<file path="config.mk">
export PLATFORM = sky130hd
export DESIGN_NAME = mem_ctrl
export DESIGN_NICKNAME = d
export VERILOG_FILES = /design/src/rtl/mem_ctrl.sv
export SDC_FILE = /design/constraint.sdc
export NUM_CORES = 1
export LEC_CHECK = 0
export BUFFER_PORTS_ARGS = -buffer_cell sky130_fd_sc_hd__clkbuf_2
export CORE_ASPECT_RATIO = 0.7
export CORE_MARGIN = 4
export CORE_UTILIZATION = 43
export DETAILED_ROUTE_END_ITERATION = 10
export HOLD_SLACK_MARGIN = 0.1
export PLACE_DENSITY = 0.76
export SYNTH_ARGS = -nofsm -noshare
export SYNTH_HDL_FRONTEND = slang
export SYNTH_SLANG_ARGS = --single-unit
</file>
<file path="constraint.sdc">
create_clock -name clk -period 2.7 [get_ports clk]
set_input_delay 0.405 -clock clk [delete_from_list [all_inputs] [get_ports clk]]
set_output_delay 0.405 -clock clk [all_outputs]
set_load 0.01 [all_outputs]
</file>
<file path="src/rtl/mem_ctrl.sv">
// mem_ctrl: MAR/MDR sequencer driving the RAM strobes for single and burst read/write transactions.
module mem_ctrl #(
  parameter int ADDR_W = 9,
  parameter int DATA_W = 32,
  parameter int RD_WAIT = 1
) (
  input  logic              clk,
  input  logic              reset,
  input  logic              req,
  input  logic              we,
  input  logic [ADDR_W-1:0] addr,
  input  logic [3:0]        burst_len,
  input  logic [DATA_W-1:0] wdata,
  output logic              wdata_ack,
  output logic [DATA_W-1:0] rdata,
  output logic              rdata_valid,
  output logic              busy,
  output logic              done,
  output logic [ADDR_W-1:0] MARout,
  output logic [DATA_W-1:0] mem_d,
  input  logic [DATA_W-1:0] mem_q,
  output logic              read,
  output logic              write
);
  typedef enum logic [1:0] {IDLE, RD, WR, DONE} state_t;
  state_t state, state_n;
  logic [3:0] beats, cnt;
  logic start, beat_end;
  always_ff @(posedge clk or posedge reset)
    if (reset) state <= IDLE;
    else state <= state_n;
  always_comb begin
    start = state == IDLE && req;
    beat_end = state == RD && cnt == 4'(RD_WAIT - 1);
    read = state == RD;
    write = state == WR;
    done = state == DONE;
    busy = state != IDLE;
    wdata_ack = !reset && ((start && we) || (state == WR && beats != 4'd0));
    state_n = state == IDLE ? (req ? (we ? WR : RD) : IDLE) :
              state == RD   ? (beat_end && beats == 4'd0 ? DONE : RD) :
              state == WR   ? (beats == 4'd0 ? DONE : WR) : IDLE;
  end
  always_ff @(posedge clk or posedge reset)
    if (reset) begin
      MARout <= '0;
      mem_d <= '0;
      rdata <= '0;
      rdata_valid <= 1'b0;
      beats <= 4'd0;
      cnt <= 4'd0;
    end else begin
      rdata_valid <= beat_end;
      if (start) begin
        MARout <= addr;
        beats <= burst_len;
        cnt <= 4'd0;
      end
      if (wdata_ack) mem_d <= wdata;
      if (state == RD) cnt <= beat_end ? 4'd0 : cnt + 4'd1;
      if (beat_end) rdata <= mem_q;
      if ((beat_end || state == WR) && beats != 4'd0) begin
        MARout <= MARout + ADDR_W'(1);
        beats <= beats - 4'd1;
      end
    end
endmodule

</file>
Word-level counts from Yosys, hierarchy flattened
Cells that the tools add are included.
{"block": "totals", "regBits": 84, "input_bits": 81}
{"block": "classes", "addsub": 3, "n_eq_ne": 3, "muxes": 14, "n_reduce_logical": 17}
{"cell": "two-way mux 4 bit", "n": 5}
{"cell": "two-way mux 9 bit", "n": 2}
{"cell": "two-way mux 2 bit", "n": 6}
{"cell": "adder 9 x 1 -> 9 bit, second input constant", "n": 1}
{"cell": "logical NOT 4 bit", "n": 2}
{"cell": "logical AND 1 bit", "n": 7}
{"cell": "nonzero test 2 bit", "n": 3}
{"cell": "adder 4 x 1 -> 4 bit, second input constant", "n": 1}
{"cell": "equality test 2 bit, second input constant", "n": 2}
{"cell": "nonzero test 4 bit", "n": 1}
{"cell": "subtractor 4 x 1 -> 4 bit, second input constant", "n": 1}
{"cell": "equality test 2 x 1 -> 1 bit, second input constant", "n": 1}
{"cell": "logical NOT 2 bit", "n": 1}
{"cell": "logical OR 1 bit", "n": 2}
{"cell": "logical NOT 1 bit", "n": 1}
{"cell": "two-way mux 1 bit", "n": 1}

Longest topological paths before layout
Gate-level depths: netlist (run 1).
{"block": "depth", "depth_word": 6, "mapped_depth": 9}

Least setup slack after synthesis (run 1)
OpenSTA, ideal clock, no wires.
{"block": "synth_path", "kind": "register to output", "from": "register beats[0]", "to": "output port wdata_ack", "t_arrival_ns": 1.607, "path_slack_ns": 0.688, "path_stages_with_launch": 10, "path_buffers": 3, "path_cell_list": "dfrtp_1 -> inv_1 -> ha_1 -> or3b_1 -> buf_6 -> nand2_1 -> a211o_1 -> buf_6 -> buf_12 -> inv_1"}
{"block": "synth_via", "elab_chain_len": 4}
{"item": "start: declaration", "line": "27", "source": "logic [3:0] beats, cnt;"}
{"item": "start signal: assignment", "line": "56", "source": "beats <= burst_len;"}
{"item": "start signal: assignment", "line": "64", "source": "beats <= beats - 4'd1;"}
{"item": "nonzero test 4 bit", "line": "39", "source": "wdata_ack = !reset && ((start && we) || (state == WR && beats != 4'd0));"}
{"item": "logical AND 1 bit", "line": "39"}
{"item": "logical OR 1 bit", "line": "39"}
{"item": "logical AND 1 bit", "line": "39"}
{"item": "end: declaration", "line": "14", "source": "output logic wdata_ack,"}
Every way passes these cells.

Final worst setup path (run 1)
Ends and elaborated chain as after synthesis.

==> results of run 1 <==
Yosys cell counts, drive strengths merged:
cell	number
inv	11
nand2	9
a22o	1
o31ai	1
or3b	1
mux2i	3
a21oi	4
o221a	2
o311ai	1
xor2	2
o22ai	5
mux2	65
and3	1
nor4	1
a31o	1
nor3b	5
a21o	2
a221o	6
and4	1
dfrtp	84
o221ai	1
buf	13
a211o	1
nor3	8
o211a	1
o211ai	2
nand2b	3
ha	4
nand3b	1
and2	2
nand3	5
nor2	7
o21ai	4
nand4	2
area by class of cell:
class	instances	area [um^2]
Clock inverter	6	71.3
Fill cell	700	3560
Sequential cell	84	2100
Tap cell	120	150
Multi-Input combinational cell	152	1460
Timing Repair Buffer	163	851
Inverter	11	42.5
Clock buffer	10	239
through the flow:
stage / setup slack [ps] / area, um^2
detailed placement: 475 / 4610
CTS: 193 / 4920
global route: 91.8 / 4920
global placement: 542 / 4610
finish: 214 / 4920
floorplan: 130 / 3750
layout by cell type, fill, tap and decap left out, drive strengths merged, types with 2 or more instances in the layout:
| master | instances |
|---|---|
| clkbuf | 169 |
| dfrtp | 84 |
| mux2 | 65 |
| inv | 11 |
| nand2 | 9 |
| nor3 | 8 |
| nor2 | 7 |
| a221o | 6 |
| nand3 | 5 |
| o22ai | 5 |
| nor3b | 5 |
| o21ai | 4 |
| a21oi | 4 |
| ha | 4 |
| buf | 4 |
| mux2i | 3 |
| nand2b | 3 |
| clkinv | 3 |
| xor2 | 2 |
| a21o | 2 |
| and2 | 2 |
| nand4 | 2 |
| clkinvlp | 2 |
| o211ai | 2 |
| o221a | 2 |
layer usage:
layer	up-vias	track usage (%)	routed length, um
li1	1261	-	-
met3	9	6.26	706
met1	1314	22.6	3830
met4	0	3.74	74
met2	111	25.8	3700
met5	-	0	0
sequential cells by signal (all words and copies together) (netlist names):
signal and flops:
state 2, cnt 4, beats 4, mem_d 32, MARout 9, rdata 32, rdata_valid 1
report_power, final:
part,switching (mW),internal (mW)
Sequential,0.439,1.90
Combinational,1.33,1.49
Clock,0.491,0.748
worst max-delay path, stage by stage, from the launching register on:
cell	delay, ps
dfrtp_1	380
inv_1	110
ha_1	200
or3b_1	460
nand2_1	110
a211o_2	280
inv_1	80
clkbuf_2	130
path summary, 6_finish.rpt:
path	startpoint	end	slack, ps	depth (start not counted)
worst max-delay path	beats[0]	wdata_ack	210	7
worst min-delay path	reset	state[0]	110	2
worst max register to register	beats[0]	mem_d[16]	460	7
worst min register to register	rdata[22]	rdata[22]	500	1
max in group asynchronous	reset	MARout[5]	1920	3
min in group clk	mem_q[3]	rdata[3]	290	2
kinds of logic after synthesis:
kind of cell / Yosys count / synth area share [%]
muxes: 68 / 23.2
DFF: 84 / 56.0
AOI/OAI and AO/OA: 32 / 6.67
buffers and inverters: 24 / 5.00
adders and majority gates: 4 / 1.33
and+or+nand+nor: 46 / 7.27
xor gates and xnor gates: 2 / 0.467
==> flow_summary.rst, run 1 <==
.. list-table::
   :header-rows: 1

   * - Metric
     - Value
   * - Synthesized cell area
     - 0.00375 mm^2
   * - Status
     - finished clean
   * - Number of H-tree levels
     - 3
   * - Total number of vias
     - 2695
   * - Worst clock skew
     - a little over 8 ps
   * - RSZ-0062 raised after global routing
     - false
   * - Crit path arrival time
     - 2080 ps
   * - Post-Synthesis Mean Instance Area
     - 14.4 um^2
   * - Final setup violating endpoints
     - 0
   * - Detailed-route wire length
     - 8300 um
   * - Non-filler instance count after layout
     - between 500 and 600
   * - Global router's overall resource usage
     - 16.7%
   * - Crit path capture type
     - primary output
   * - Fin crit period
     - approximately 2500 ps
   * - Post-synth top area share
     - 56.0%
   * - Standard-cell row count
     - 28
   * - IO Count
     - 160
   * - Later-pin clock latency in the skew report
     - 330 ps
   * - Final count of pins violating max slew
     - 0
   * - Number of buffers inserted during clock tree synthesis
     - 9
   * - Core Util, Final
     - 58.0%
   * - Share of cells above drive strength 1
     - 59.6%
   * - Synth Net Count
     - 345
   * - Number of warnings printed during yosys synthesis
     - 0
   * - Number of setup buffers added after CTS
     - 0
   * - Power density over the cells
     - about 1300 mW/mm^2
   * - Per-cell routed wire length
     - about 15 um
   * - Weighted congestion reported at the end of routability-driven placement
     - 0.774
   * - P&R area growth vs syn
     - 31.1%
   * - Worst Setup Start Kind
     - flop
   * - Avg Vias per Cell
     - 4.94
   * - Static Leakage
     - 2.54 nW
   * - Part of the Yosys area used for sequential elements
     - a little under three fifths
   * - Library cells used by synthesis
     - 47
   * - Clock-pin slew of the registers on the worst-case setup and hold paths
     - 60 ps
   * - Total Power
     - around 6.4 mW
   * - Endpoint required time on the critical path
     - approximately 2300 ps
   * - Kind of critical path
     - reg -> out
   * - Final net count
     - 506
   * - Hold Fails Final Rpt
     - 0
   * - Number of register bits inferred by synthesis
     - 84
   * - Drt drc
     - 0
   * - Drt first pass iters
     - 4
   * - Worst Max-Slew Pin Slew
     - 805 ps
   * - Post-synth top area cell
     - dfrtp_1
   * - Kind of path behind the tightest hold check
     - in -> async
   * - Grt ovf
     - 0
   * - CORE AREA
     - 0.00848 mm^2
   * - Number of antenna repair diodes
     - 0
   * - CTS Hold Bufs
     - 0
   * - Worst IR drop on VDD
     - slightly below 0.6 mV
   * - Top post-synthesis cells by area
     - dfrtp_1 56%, mux2_4 12%, mux2_2 10%, buf_12 2.1%, a221o_1 1.6%
   * - Worst slew margin relative to its limit
     - 46.1%
   * - Number of global-route vias before repair
     - about 2800
   * - Count of routing violations after the opening detailed-route iteration
     - 142
   * - Horizontal die dimension
     - ~120 um
   * - Post-route worst hold slack
     - 105 ps
   * - Number of port buffers
     - 159
   * - Clock tree from TritonCTS
     - done
   * - # resized after CTS
     - 0
   * - Post-synthesis cell count
     - 260
   * - Largest fanout on the critical path
     - 8
   * - Pin count of the biggest net entering global routing
     - 54
   * - HPWL after detailed placement
     - between 6000 and 7000 um
   * - Number of maximum-capacitance constraint violations
     - 0
   * - First-pass GRT wire length
     - 13800 um
   * - Final worst path period share
     - 92.1%
   * - Vertical extent of the die
     - roughly 86 um
   * - CTS Buffer Depth
     - 2
   * - Highest Clock Rate
     - 402 MHz
   * - Number of placed instances with taps included
     - 530
   * - Initial core utilization
     - 44.2%
   * - Number of antenna violations at the first check in global routing
     - 0
   * - Area of the die
     - 0.0103 mm^2
   * - Total Negative Setup Slacks
     - 0 ps
   * - Antenna Nets Post-Route
     - 0
   * - Cell chosen for the clock root
     - clkbuf_16
   * - TritonCTS sink count
     - 84
Power figures use the tool's default switching activity.
==> run 2: changes to the inputs <==
==> constraint.sdc (replaced) <==
create_clock -name clk -period 2.7 [get_ports clk]
set_input_delay 0.135 -clock clk [delete_from_list [all_inputs] [get_ports clk]]
set_output_delay 0.135 -clock clk [all_outputs]
set_load 0.01 [all_outputs]
==> flow_summary.rst, run 2 (synthesized netlist as in run 1, its figures left out) <==
.. list-table::
   :header-rows: 1

   * - Metric
     - Value
   * - Pin count of the biggest net entering global routing
     - 58 (+7.4%)
   * - RSZ-0062 raised after global routing
     - false
   * - Worst slew margin relative to its limit
     - 47.1% (+0.99 points)
   * - Final worst path period share
     - 92.5% (+0.47 points)
   * - Crit path capture type
     - primary output
   * - Number of H-tree levels
     - 3 (unchanged)
   * - Antenna Nets Post-Route
     - 0 (unchanged)
   * - Clock tree from TritonCTS
     - done
   * - Power density over the cells
     - 1160 mW/mm^2 (-11%)
   * - Drt drc
     - 0 (unchanged)
   * - Cell chosen for the clock root
     - clkbuf_16
   * - Buffering stage count on the worst path with inverters included
     - 4 (+1)
   * - Stage delay of the slowest cell on the critical path
     - 490 ps (+30 ps)
   * - Regs by FF count
     - mem_d x32, rdata x32, MARout x9
   * - Number of maximum-capacitance constraint violations
     - 0 (unchanged)
   * - Largest fanout on the critical path
     - 27 (+19)
   * - Worst clock skew
     - 7.99 ps (-0.139 ps)
   * - Drt first pass iters
     - 4 (unchanged)
   * - Worst reg2reg path endpoint
     - mem_d[15]
   * - Most common cell after layout, fill and taps aside
     - clkbuf_2
   * - Status
     - finished clean
   * - Count of routing violations after the opening detailed-route iteration
     - 162 (+14%)
   * - CORE AREA
     - 0.00848 mm^2 (unchanged)
   * - HPWL after detailed placement
     - 6290 um (+1.1%)
   * - Avg Vias per Cell
     - 4.91 (-0.53%)
   * - Global router's overall resource usage
     - 21.0% (+4.3 points)
   * - Final setup violating endpoints
     - 0 (unchanged)
   * - P&R area growth vs syn
     - 50.9%
   * - Weighted congestion reported at the end of routability-driven placement
     - 0.723 (-6.5%)
   * - Number of setup buffers added after CTS
     - 0 (unchanged)
   * - Per-cell routed wire length
     - 16.6 um (+9.1%)
   * - CTS Hold Bufs
     - 75 (+75)
   * - Kind of path behind the tightest hold check
     - in -> reg
   * - Crit-path leading delay family
     - simple AND/OR/NAND/NOR gates
   * - Number of buffers inserted during clock tree synthesis
     - 9 (unchanged)
   * - Area of the die
     - 0.0103 mm^2 (unchanged)
   * - Initial core utilization
     - 44.2% (unchanged)
   * - Later-pin clock latency in the skew report
     - 330 ps (about the same)
   * - # resized after CTS
     - 0 (unchanged)
   * - Clock-pin slew of the registers on the worst-case setup and hold paths
     - 60 ps (about the same)
   * - Cell count of the worst reg-to-reg path
     - 7 (unchanged)
   * - Standard cell with the maximum stage delay on the critical path
     - or3b_1
   * - Detailed-route wire length
     - 10300 um (+24%)
   * - First-pass GRT wire length
     - 17200 um (+24%)
   * - Horizontal die dimension
     - 120 um (unchanged)
   * - Hold path start
     - addr[1]
   * - Critical path, cell by cell
     - inv_1 -> ha_1 -> or3b_1 -> nand2_1 -> a211o_2 -> buf_12 -> inv_1 -> clkbuf_2
   * - Filler instances
     - 644 (-8.0%)
   * - Hold Fails Final Rpt
     - 0 (unchanged)
   * - Vertical extent of the die
     - 86.1 um (unchanged)
   * - Commonest non-fill, non-tap cells in the layout
     - 159 x clkbuf_2, 84 x dfrtp_1, 75 x dlygate4sd3_1
   * - Number of global-route vias before repair
     - 3260 (+17%)
   * - Worst Max-Slew Pin Slew
     - 791 ps (-14.8 ps)
   * - Number of placed instances with taps included
     - 529 (-0.19%)
   * - Share of cells above drive strength 1
     - 50.6% (-9.0 points)
   * - TritonCTS sink count
     - 84 (unchanged)
   * - Standard-cell row count
     - 28 (unchanged)
   * - Endpoint required time on the critical path
     - 2570 ps (+270 ps)
   * - CTS Buffer Depth
     - 2 (unchanged)
   * - IO Count
     - 160 (unchanged)
   * - Grt ovf
     - 0 (unchanged)
   * - Worst-case register-to-register setup slack
     - 400 ps (-60 ps)
   * - Highest Clock Rate
     - 400 MHz (-0.51%)
   * - Fin crit period
     - 2500 ps (+12.8 ps)
   * - Final count of pins violating max slew
     - 0 (unchanged)
   * - Number of antenna violations at the first check in global routing
     - 0 (unchanged)
   * - Kind of critical path
     - reg -> out
   * - Hold endpoint
     - MARout[1]
   * - Worst IR drop on VDD
     - 0.525 mV (-9.3%)
   * - Total number of vias
     - 3044 (+13%)
   * - Final net count
     - 580 (+15%)
   * - Total Negative Setup Slacks
     - 0 ps (unchanged)
   * - Worst Setup Start Kind
     - flop
   * - Crit path top cell by count
     - inv_1
   * - Crit path arrival time
     - 2360 ps (+280 ps)
   * - Hold depth
     - 3
   * - Static Leakage
     - 2.85 nW (+12%)
   * - Number of antenna repair diodes
     - 0 (unchanged)
   * - Number of port buffers
     - 159 (unchanged)
   * - Launching point of the worst reg2reg path
     - beats[0]
   * - Non-filler instance count after layout
     - 620 (+14%)
run 2: through the flow:
step / total power [mW] / worst slack, ps / area, um^2 / hold slack (ps) / util (%)
after floorplan: 4.31 / 400 / 3750 / 267 / -
after global placement: 5.10 / 503 / 4600 / 182 / 54.3
after detailed placement: 5.21 / 413 / 4600 / 203 / 54.3
after CTS: 6.60 / 215 / 5660 / 105 / 66.8
after global routing: 7.02 / 56.9 / 5660 / 120 / 66.8
final: 6.59 / 201 / 5660 / 119 / 66.8
run 2: power breakdown:
| part | internal [mW] | total, mW | switching [mW] |
|---|---|---|---|
| registers | 1.90 | 2.37 | 0.464 |
| clock network | 0.750 | 1.26 | 0.512 |
| logic | 1.56 | 2.96 | 1.40 |
| total | 4.21 | 6.59 | 2.38 |
run 2: worst max-delay path by stage:
stage / startpoint / endpoint / slack [ps] / cells after the start
floorplan: reset / MARout[0] / 400 / 1
global placement: beats[0] / mem_d[16] / 500 / 7
detailed placement: beats[0] / mem_d[14] / 410 / 7
CTS: beats[0] / wdata_ack / 220 / 8
global route: beats[0] / wdata_ack / 60 / 8
finish: beats[0] / wdata_ack / 200 / 8
run 2: layout make-up:
type                            instances  area [um^2]  area share, %
Tap cell                              120          150           2.65
Multi-Input combinational cell        152         1460           25.8
Sequential cell                        84         2100           37.1
Inverter                               11         42.5          0.751
Clock inverter                          6         71.3           1.26
Clock buffer                           10          239           4.22
Timing Repair Buffer                  237         1590           28.2
run 2: worst register-to-register path: cells and delay by family (launching register included):
family,cells,cell delay [ps]
simple gates,2,610
flops,1,380
mux,1,370
buf+inv,2,350
compound gates,1,280
fa+ha+maj,1,190
run 2: metal layers:
layer	vias up	share of wire (%)	GRT usage, %	wire length [um]
met3	9	7.5	7.32	773
met5	-	0	0	0
met4	0	0.71	4.78	73
met1	1506	42	25.7	4300
met2	121	50	36.2	5130
li1	1408	-	-	-
